File: src/rtl/uart_pkg.sv
// Shared constants for the memory-mapped UART: register map, CON bit layout,
// parity encodings and the frame FSM states used by both TX and RX.
package uart_pkg;

  localparam logic [31:0] OFS_TXD = 32'd0;
  localparam logic [31:0] OFS_RXD = 32'd4;
  localparam logic [31:0] OFS_CON = 32'd8;
  localparam logic [31:0] OFS_DIV = 32'd12;

  localparam int CON_TX_IE    = 0;
  localparam int CON_RX_IE    = 1;
  localparam int CON_TX_EMPTY = 2;
  localparam int CON_RX_AVAIL = 3;
  localparam int CON_TX_BUSY  = 4;
  localparam int CON_TX_FULL  = 5;
  localparam int CON_OVR      = 6;
  localparam int CON_FE       = 7;
  localparam int CON_PE       = 8;
  localparam int CON_PAR_LO   = 9;
  localparam int CON_TWO_STOP = 11;

  localparam logic [1:0] PAR_NONE = 2'b00;
  localparam logic [1:0] PAR_EVEN = 2'b01;
  localparam logic [1:0] PAR_ODD  = 2'b10;

  typedef enum logic [2:0] {
    ST_IDLE, ST_START, ST_DATA, ST_PARITY, ST_STOP
  } uart_state_e;

  // 2'b11 is deliberately treated like PAR_NONE.
  function automatic logic par_on(input logic [1:0] mode);
    return (mode == PAR_EVEN) || (mode == PAR_ODD);
  endfunction

  function automatic logic par_bit(input logic [7:0] d, input logic [1:0] mode);
    return (mode == PAR_ODD) ? ~^d : ^d;
  endfunction

endpackage

File: src/rtl/uart_sync_fifo.sv
// Single-clock FIFO with power-of-two depth; a pop in the same cycle frees
// room so a push into a full FIFO is still accepted.
module uart_sync_fifo #(
  parameter int WIDTH = 8,
  parameter int DEPTH = 8
) (
  input  logic                     clk,
  input  logic                     rst_n,
  input  logic                     i_push,
  input  logic                     i_pop,
  input  logic [WIDTH-1:0]         i_wdata,
  output logic [WIDTH-1:0]         o_rdata,
  output logic                     o_full,
  output logic                     o_empty,
  output logic [$clog2(DEPTH):0]   o_count
);
  localparam int AW = $clog2(DEPTH);

  logic [WIDTH-1:0] r_mem [DEPTH];
  logic [AW-1:0]    r_wr_ptr, r_rd_ptr;
  logic [AW:0]      r_count;
  logic             w_do_push, w_do_pop;

  assign o_empty   = (r_count == '0);
  assign o_full    = (r_count == (AW+1)'(DEPTH));
  assign o_count   = r_count;
  assign o_rdata   = r_mem[r_rd_ptr];
  assign w_do_pop  = i_pop & ~o_empty;
  assign w_do_push = i_push & (~o_full | w_do_pop);

  always_ff @(posedge clk) begin
    if (w_do_push) r_mem[r_wr_ptr] <= i_wdata;
  end

  always_ff @(posedge clk or negedge rst_n) begin
    if (!rst_n) begin
      r_wr_ptr <= '0;
      r_rd_ptr <= '0;
      r_count  <= '0;
    end else begin
      if (w_do_push) r_wr_ptr <= r_wr_ptr + 1'b1;
      if (w_do_pop)  r_rd_ptr <= r_rd_ptr + 1'b1;
      case ({w_do_push, w_do_pop})
        2'b10:   r_count <= r_count + 1'b1;
        2'b01:   r_count <= r_count - 1'b1;
        default: r_count <= r_count;
      endcase
    end
  end

endmodule

File: src/rtl/uart_fifo_unit.sv
// Memory-mapped UART: baud tick generator, TX/RX frame FSMs with optional
// parity and two stop bits, TX/RX FIFOs, sticky error flags and a level irq.
module uart_fifo_unit
  import uart_pkg::*;
#(
  parameter logic [31:0] BASE_ADDR   = 32'h40000018,
  parameter int          FIFO_DEPTH  = 8,
  parameter int          OVERSAMPLE  = 16,
  parameter int          DIV_W       = 16,
  parameter int          DEFAULT_DIV = 31
) (
  input  logic        CLK,
  input  logic        Reset_n,
  input  logic        rd,
  input  logic        wr,
  input  logic [31:0] addr,
  input  logic [31:0] wdata,
  output logic [31:0] rdata,
  output logic        out,
  input  logic        in,
  output logic        irq
);
  localparam int OS_W = $clog2(OVERSAMPLE);
  localparam int CW   = $clog2(FIFO_DEPTH) + 1;
  localparam logic [OS_W-1:0] OS_LAST = OS_W'(OVERSAMPLE - 1);
  localparam logic [OS_W-1:0] OS_HALF = OS_W'(OVERSAMPLE / 2 - 1);

  logic w_hit_txd, w_hit_rxd, w_hit_con, w_hit_div;
  logic w_wr_txd, w_wr_con, w_wr_div, w_rd_rxd;
  assign w_hit_txd = (addr == BASE_ADDR + OFS_TXD);
  assign w_hit_rxd = (addr == BASE_ADDR + OFS_RXD);
  assign w_hit_con = (addr == BASE_ADDR + OFS_CON);
  assign w_hit_div = (addr == BASE_ADDR + OFS_DIV);
  assign w_wr_txd  = wr & w_hit_txd;
  assign w_wr_con  = wr & w_hit_con;
  assign w_wr_div  = wr & w_hit_div;
  assign w_rd_rxd  = rd & w_hit_rxd;

  logic             r_tx_ie, r_rx_ie, r_two, r_ovr, r_fe, r_pe, r_irq;
  logic [1:0]       r_par;
  logic [DIV_W-1:0] r_div, r_div_cnt;
  logic             w_tick;

  logic [7:0]    w_txf_data, w_rxf_data, r_rx_shift;
  logic          w_txf_full, w_txf_empty, w_rxf_full, w_rxf_empty;
  logic [CW-1:0] w_txf_count, w_rxf_count;
  logic          w_tx_pop, w_rx_push, w_rx_pop;
  logic          w_set_ovr, w_set_fe, w_set_pe;
  logic          w_unused;
  assign w_unused = ^{wdata[31:16], w_txf_count, w_rxf_count};

  uart_sync_fifo #(.WIDTH(8), .DEPTH(FIFO_DEPTH)) u_tx_fifo (
    .clk(CLK), .rst_n(Reset_n), .i_push(w_wr_txd), .i_pop(w_tx_pop),
    .i_wdata(wdata[7:0]), .o_rdata(w_txf_data), .o_full(w_txf_full),
    .o_empty(w_txf_empty), .o_count(w_txf_count));

  uart_sync_fifo #(.WIDTH(8), .DEPTH(FIFO_DEPTH)) u_rx_fifo (
    .clk(CLK), .rst_n(Reset_n), .i_push(w_rx_push), .i_pop(w_rx_pop),
    .i_wdata(r_rx_shift), .o_rdata(w_rxf_data), .o_full(w_rxf_full),
    .o_empty(w_rxf_empty), .o_count(w_rxf_count));

  assign w_rx_pop = w_rd_rxd & ~w_rxf_empty;

  // Baud tick; a DIV write restarts the period so the new rate applies at once.
  assign w_tick = (r_div_cnt == r_div);
  always_ff @(posedge CLK or negedge Reset_n) begin
    if (!Reset_n)               r_div_cnt <= '0;
    else if (w_wr_div | w_tick) r_div_cnt <= '0;
    else                        r_div_cnt <= r_div_cnt + 1'b1;
  end

  // ---------------- TX ----------------
  uart_state_e     r_tx_state, w_tx_next;
  logic [OS_W-1:0] r_tx_os;
  logic [2:0]      r_tx_bit;
  logic [7:0]      r_tx_shift;
  logic            r_tx_par, r_tx_par_on, r_tx_two, r_tx_stop2, r_out;
  logic            w_tx_bit_end;

  assign w_tx_bit_end = w_tick & (r_tx_os == OS_LAST);

  always_comb begin
    w_tx_next = r_tx_state;
    w_tx_pop  = 1'b0;
    case (r_tx_state)
      ST_IDLE:   if (w_tick & ~w_txf_empty) begin w_tx_pop = 1'b1; w_tx_next = ST_START; end
      ST_START:  if (w_tx_bit_end) w_tx_next = ST_DATA;
      ST_DATA:   if (w_tx_bit_end && r_tx_bit == 3'd7)
                   w_tx_next = r_tx_par_on ? ST_PARITY : ST_STOP;
      ST_PARITY: if (w_tx_bit_end) w_tx_next = ST_STOP;
      ST_STOP:   if (w_tx_bit_end && (!r_tx_two || r_tx_stop2)) begin
                   // Chain straight into the next start bit when data waits.
                   if (!w_txf_empty) begin w_tx_pop = 1'b1; w_tx_next = ST_START; end
                   else w_tx_next = ST_IDLE;
                 end
      default:   w_tx_next = ST_IDLE;
    endcase
  end

  always_ff @(posedge CLK or negedge Reset_n) begin
    if (!Reset_n) r_tx_state <= ST_IDLE;
    else          r_tx_state <= w_tx_next;
  end

  always_ff @(posedge CLK or negedge Reset_n) begin
    if (!Reset_n) begin
      r_tx_os <= '0; r_tx_bit <= '0; r_tx_shift <= '0; r_tx_par <= 1'b0;
      r_tx_par_on <= 1'b0; r_tx_two <= 1'b0; r_tx_stop2 <= 1'b0; r_out <= 1'b1;
    end else begin
      if (w_tick)
        r_tx_os <= (w_tx_bit_end || r_tx_state == ST_IDLE) ? '0 : r_tx_os + 1'b1;
      if (w_tx_pop) begin
        r_tx_shift  <= w_txf_data;
        r_tx_par    <= par_bit(w_txf_data, r_par);
        r_tx_par_on <= par_on(r_par);
        r_tx_two    <= r_two;
        r_tx_stop2  <= 1'b0;
        r_tx_bit    <= '0;
        r_out       <= 1'b0;
      end else if (w_tx_bit_end) begin
        case (r_tx_state)
          ST_START: r_out <= r_tx_shift[0];
          ST_DATA: begin
            r_tx_bit <= r_tx_bit + 1'b1;
            if (r_tx_bit == 3'd7) r_out <= r_tx_par_on ? r_tx_par : 1'b1;
            else begin
              r_tx_shift <= r_tx_shift >> 1;
              r_out      <= r_tx_shift[1];
            end
          end
          ST_PARITY: r_out <= 1'b1;
          ST_STOP:   r_tx_stop2 <= 1'b1;
          default:   r_out <= 1'b1;
        endcase
      end
    end
  end
  assign out = r_out;

  // ---------------- RX ----------------
  uart_state_e     r_rx_state, w_rx_next;
  logic            r_rx_s1, r_rx_s2, r_rx_prev, r_rx_perr;
  logic [OS_W-1:0] r_rx_os;
  logic [2:0]      r_rx_bit;
  logic [1:0]      r_rx_mode;
  logic            w_rx_end, w_rx_mid;

  assign w_rx_end = w_tick & (r_rx_os == OS_LAST);
  assign w_rx_mid = w_tick & (r_rx_os == OS_HALF);

  always_comb begin
    w_rx_next = r_rx_state;
    w_rx_push = 1'b0;
    w_set_fe  = 1'b0;
    w_set_pe  = 1'b0;
    case (r_rx_state)
      ST_IDLE:   if (r_rx_prev & ~r_rx_s2) w_rx_next = ST_START;
      ST_START:  if (w_rx_mid) w_rx_next = r_rx_s2 ? ST_IDLE : ST_DATA;
      ST_DATA:   if (w_rx_end && r_rx_bit == 3'd7)
                   w_rx_next = par_on(r_rx_mode) ? ST_PARITY : ST_STOP;
      ST_PARITY: if (w_rx_end) w_rx_next = ST_STOP;
      ST_STOP:   if (w_rx_end) begin
                   w_rx_next = ST_IDLE;
                   if (r_rx_s2) begin w_rx_push = 1'b1; w_set_pe = r_rx_perr; end
                   else w_set_fe = 1'b1;
                 end
      default:   w_rx_next = ST_IDLE;
    endcase
  end
  assign w_set_ovr = w_rx_push & w_rxf_full & ~w_rx_pop;

  always_ff @(posedge CLK or negedge Reset_n) begin
    if (!Reset_n) r_rx_state <= ST_IDLE;
    else          r_rx_state <= w_rx_next;
  end

  always_ff @(posedge CLK or negedge Reset_n) begin
    if (!Reset_n) begin
      r_rx_s1 <= 1'b1; r_rx_s2 <= 1'b1; r_rx_prev <= 1'b1; r_rx_perr <= 1'b0;
      r_rx_os <= '0; r_rx_bit <= '0; r_rx_mode <= PAR_NONE; r_rx_shift <= '0;
    end else begin
      r_rx_s1   <= in;
      r_rx_s2   <= r_rx_s1;
      r_rx_prev <= r_rx_s2;
      if (r_rx_state == ST_IDLE) begin
        r_rx_os   <= '0;
        r_rx_bit  <= '0;
        r_rx_perr <= 1'b0;
        r_rx_mode <= r_par;
      end else if (w_tick) begin
        r_rx_os <= (w_rx_end || (r_rx_state == ST_START && w_rx_mid)) ? '0 : r_rx_os + 1'b1;
      end
      if (r_rx_state == ST_DATA && w_rx_end) begin
        r_rx_shift <= {r_rx_s2, r_rx_shift[7:1]};
        r_rx_bit   <= r_rx_bit + 1'b1;
      end
      if (r_rx_state == ST_PARITY && w_rx_end)
        r_rx_perr <= (r_rx_s2 != par_bit(r_rx_shift, r_rx_mode));
    end
  end

  // ---------------- registers ----------------
  always_ff @(posedge CLK or negedge Reset_n) begin
    if (!Reset_n) begin
      r_tx_ie <= 1'b0; r_rx_ie <= 1'b0; r_par <= PAR_NONE; r_two <= 1'b0;
      r_ovr <= 1'b0; r_fe <= 1'b0; r_pe <= 1'b0; r_irq <= 1'b0;
      r_div <= DIV_W'(DEFAULT_DIV);
    end else begin
      if (w_wr_con) begin
        r_tx_ie <= wdata[CON_TX_IE];
        r_rx_ie <= wdata[CON_RX_IE];
        r_par   <= wdata[CON_PAR_LO+1:CON_PAR_LO];
        r_two   <= wdata[CON_TWO_STOP];
      end
      if (w_wr_div) r_div <= wdata[DIV_W-1:0];
      // A set event wins over a simultaneous write-one-to-clear.
      r_ovr <= (r_ovr & ~(w_wr_con & wdata[CON_OVR])) | w_set_ovr;
      r_fe  <= (r_fe  & ~(w_wr_con & wdata[CON_FE]))  | w_set_fe;
      r_pe  <= (r_pe  & ~(w_wr_con & wdata[CON_PE]))  | w_set_pe;
      r_irq <= (r_tx_ie & w_txf_empty & (r_tx_state == ST_IDLE)) |
               (r_rx_ie & ~w_rxf_empty);
    end
  end
  assign irq = r_irq;

  logic [31:0] w_con;
  always_comb begin
    w_con                            = '0;
    w_con[CON_TX_IE]                 = r_tx_ie;
    w_con[CON_RX_IE]                 = r_rx_ie;
    w_con[CON_TX_EMPTY]              = w_txf_empty & (r_tx_state == ST_IDLE);
    w_con[CON_RX_AVAIL]              = ~w_rxf_empty;
    w_con[CON_TX_BUSY]               = (r_tx_state != ST_IDLE);
    w_con[CON_TX_FULL]               = w_txf_full;
    w_con[CON_OVR]                   = r_ovr;
    w_con[CON_FE]                    = r_fe;
    w_con[CON_PE]                    = r_pe;
    w_con[CON_PAR_LO+1:CON_PAR_LO]   = r_par;
    w_con[CON_TWO_STOP]              = r_two;
  end

  always_comb begin
    rdata = '0;
    if (rd) begin
      if (w_hit_rxd && !w_rxf_empty) rdata[7:0]       = w_rxf_data;
      else if (w_hit_con)            rdata            = w_con;
      else if (w_hit_div)            rdata[DIV_W-1:0] = r_div;
    end
  end

endmodule

File: config.mk
export PLATFORM = sky130hd
export DESIGN_NAME = uart_fifo_unit
export DESIGN_NICKNAME = d
export VERILOG_FILES = /design/src/rtl/uart_pkg.sv /design/src/rtl/uart_sync_fifo.sv /design/src/rtl/uart_fifo_unit.sv
export SDC_FILE = /design/constraint.sdc
export NUM_CORES = 1
export LEC_CHECK = 0
export CORE_ASPECT_RATIO = 1.2
export CORE_MARGIN = 2
export CORE_UTILIZATION = 50
export DETAILED_ROUTE_END_ITERATION = 16
export GPL_ROUTABILITY_DRIVEN = 0
export PLACE_DENSITY = 0.74
export SYNTH_ARGS = -nofsm -noshare
export SYNTH_HDL_FRONTEND = slang
export SYNTH_SLANG_ARGS = --single-unit
File: constraint.sdc
create_clock -name CLK -period 3.3 [get_ports CLK]
set_clock_uncertainty 0.05 [all_clocks]
set_input_delay 0.495 -clock CLK [delete_from_list [all_inputs] [get_ports CLK]]
set_output_delay 0.495 -clock CLK [all_outputs]
set_load 0.005 [all_outputs]
==> impl_metrics.toml <==
[cts]
clk-insertion-delay-late_ns = 0.52
clock_path_buffers = 3
clock_sinks = 236
path_clk_slew_ns = 0.06
cts_buffers = 25
cts-htree-levels = 1
cts-root-buf = "clkbuf_16"
cts_tree = "yes"

[status]
status = "complete, no violations"

[global_route]
grt_pass1_wl_um = 37740
grt_overflow = 0
track_usage_pct = 20.99
grt_pass1_vias = 7040
antenna_found_initial = 1
grt_max_degree = 57

[timing]
rsz0062_at_grt = "true"
hold_ws_ns = 0.01136
period_share_pct = 97.06
period_needed_ns = 3.203
finalSetupViolCount = 0
layout_setup_ws_ns = 0.09695
hold_violations = 0
fmax_mhz = 312.2
slew_headroom_pct = 47.95
worst_slew_pin_slew_ns = 0.7807
slew_viol_final = 0

[synthesis]
netlist.area_leader.share_pct = 35.46
syn_inst = 810
syn_area_sq_um = 10840
yosys.area_share.xor_xnor_pct = 5.182
synth.area.mux_share_pct = 12.37
synth_edf_count = 128
synthAdderAreaFrac_pct = 2.447
synth_cell_types = 67
synth_seq_area_share_pct = 60.49
synth_flop_cell = "edfxtp_1"
synth_seq_cells = 236
yosys.area_share.simple_pct = 11.58
syn_area_per_cell_sq_um = 13.38
ys_async_sr_fraction_pct = 45.76
synth_compound_area_share_pct = 4.698
yosys_warnings = 0
yosys.area.top_type = "edfxtp_1"
yosys-top-cells-area = "edfxtp_1 (35%), dfrtp_1 (23%), mux4_2 (6.0%), nand2_1 (3.5%), mux2i_1 (3.5%)"
synth_top_family_by_area = "multiplexers"

[detailed_routing]
routed_wl_um = 23450
vias = 6746
drt-initial-drc-count = 345
via_per_inst = 5.471
antenna_left = 0
drtPass1Iterations = 4
wl_per_cell_um = 19.02
drcViolationCount = 0

[placement]
preCtsSetupSlack_ns = -0.2785
hpwl_um = 16350
portBuffers = 70
placed_area_sq_um = 12150

[final_layout]
fin_nets = 1030
antenna_cells = 0
ff_latch_area_sq_um = 6558
multi_input_area_sq_um = 4103
nFillCells = 1612
syn_to_final_growth_pct = 21.39
drive_gt1_share_pct = 19.71
stdcell_area_sq_um = 13160

[floorplanning]
die_height_um = 165.3
start_util_pct = 50.46
io_pins = 103
die_w_um = 138.4
fp.dieArea_sq_um = 22880
coreArea_sq_um = 21480
placementRows = 59

[setup_path]
cp_num_buf_inv = 5
end_kind = "output port"
crit_slowest_cell = "clkdlybuf4s50_1"
critPathLaunchType = "primary input"
crit_path_cell_trace = "clkdlybuf4s50_1 > nor4_2 > nand4_2 > buf_6 > nor3_4 > nand3_1 > buf_6 > buf_4 > o22ai_2 > dlygate4sd2_1"
cp.required_ns = 2.75
crit_type = "in -> out"
cp_top_family = "buffers and inverters"
path_max_fanout = 8
worst_path_most_repeated_cell = "buf_6"
critical_path.max_stage_delay_ns = 0.44
worstPathArrival_ns = 2.66

[pwr]
leakage_nw = 5.670
power_mw = 7.054
powerDensity_nw_per_um2 = 536.0
vdd_drop_max_mv = 0.4812

[job]
maxCapViolations = 0

[min_path]
hp-class = "in -> async"
-- path summary, 6_finish.rpt --
path,start,endpoint,slack [ns],depth (start not counted)
setup / recovery,addr[11],rdata[5],0.1,10
min in group CLK,r_rx_s1,r_rx_s2,0.30,0
max in group asynchronous,Reset_n,r_rx_s1,2.39,2
hold / removal,Reset_n,u_tx_fifo.o_count[0],0.01,1
hold reg to reg,r_rx_s1,r_rx_s2,0.30,0
setup reg to reg,r_div[3],u_tx_fifo.o_count[3],0.11,11
-- where the power goes --
group	total, mW	internal, mW	switching (mW)	leakage, nW
Combinational	0.837	0.438	0.399	2.58
Clock	2.90	1.81	1.09	0.419
Sequential	3.32	3.19	0.124	2.68
Total	7.05	5.44	1.61	5.67
-- cell usage in the layout, fill, tap and decap left out, types with 20 or more instances in the layout --
cell               n
buf_4             61
clkbuf_16         25
clkdlybuf4s50_1   58
dfrtp_1           99
edfxtp_1         128
inv_1             20
mux2i_1           38
mux4_2            29
nand2_1          102
nor2_1            52
o21ai_0           28
xnor2_1           29
xor2_1            30
-- through the flow --
stage / std cells / setup TNS [ns] / utilization (%)
2_1_floorplan: 825 / 0 / -
3_3_place_gp: 1183 / -2.315 / 56.55
3_5_place_dp: 1183 / -2.830 / 56.55
4_1_cts: 1228 / -0.05162 / 60.77
5_1_grt: 1233 / -0.06693 / 61.26
6_report: 1233 / 0 / 61.26
-- worst register-to-register path, delay by kind of cell (launching register included) --
family | cells | cell delay (ns)
and+or+nand+nor | 3 | 1.01
DFF | 1 | 0.57
buffers and inverters | 2 | 0.41
AOI/OAI and AO/OA | 2 | 0.37
xor gates and xnor gates | 2 | 0.26
muxes | 1 | 0.24
adders and majority gates | 1 | 0.22
-- final cells by class --
cell class	count	area share, %
Clock buffer	30	5.049
Clock inverter	15	1.455
Timing Repair Buffer	135	9.309
Tap cell	274	2.605
Sequential cell	236	49.83
Multi-Input combinational cell	523	31.18
Inverter	20	0.5705
-- cells in the mapped netlist, types with 2 or more instances --
master    count
mux4_2       29
mux2_2       17
xnor2_1      29
nand4_1       9
a21o_1        5
o211ai_1      5
nor4_1       13
and3_1       14
dfrtp_1      99
dfstp_2       9
o41ai_1       2
inv_1        20
buf_2         7
a31oi_1       2
ha_1         18
clkbuf_1     15
nand3_1      15
a21oi_1      14
o22ai_1       9
or3_1         3
mux4_1        3
nand2_1     102
nor2_1       58
mux2i_1      38
nand2b_1      6
nor2b_1       2
buf_1         2
buf_6         2
edfxtp_1    128
nor3_1       15
buf_4        20
nor3b_1       3
xor2_1       30
nor4_4        2
xnor3_1       2
o21ai_0      28
fa_1          2
a22o_1        4
-- flip-flops by register name, indices dropped and copies added, names as in the netlist, 8 cells and up --
register,flops
r_div,16
r_tx_shift,8
r_div_cnt,16
r_rx_shift,8
u_rx_fifo.r_mem,64
u_tx_fifo.r_mem,64
-- kinds of logic (layout without fill, tap and decap cells) --
| logic type | Yosys count | count (layout) |
|---|---|---|
| other | 1 | 16 |
| AO/OA/AOI/OAI | 79 | 79 |
| buffers and inverters | 66 | 200 |
| XOR/XNOR | 61 | 61 |
| multiplexers | 89 | 89 |
| flip-flops | 236 | 236 |
| adder cells (fa/ha/maj) | 20 | 20 |
| AND/OR/NAND/NOR | 258 | 258 |
-- repair_timing --
action,4_1_cts,5_1_grt
gates resized for setup,18,17
setup buffers,0,5
setup endpoints to repair,15,11
hold buffers,0,0
pin swaps,2,2
-- routing by layer --
| layer | up-vias | share of wire, % | GRT usage [%] |
|---|---|---|---|
| li1 | 3195 | - | - |
| met2 | 136 | 53 | 38.86 |
| met5 | - | 0 | 0 |
| met3 | 39 | 3.8 | 2.855 |
| met1 | 3376 | 40 | 25.80 |
| met4 | 0 | 2.4 | 6.354 |
No activity file was read; power rests on OpenSTA's default activity.
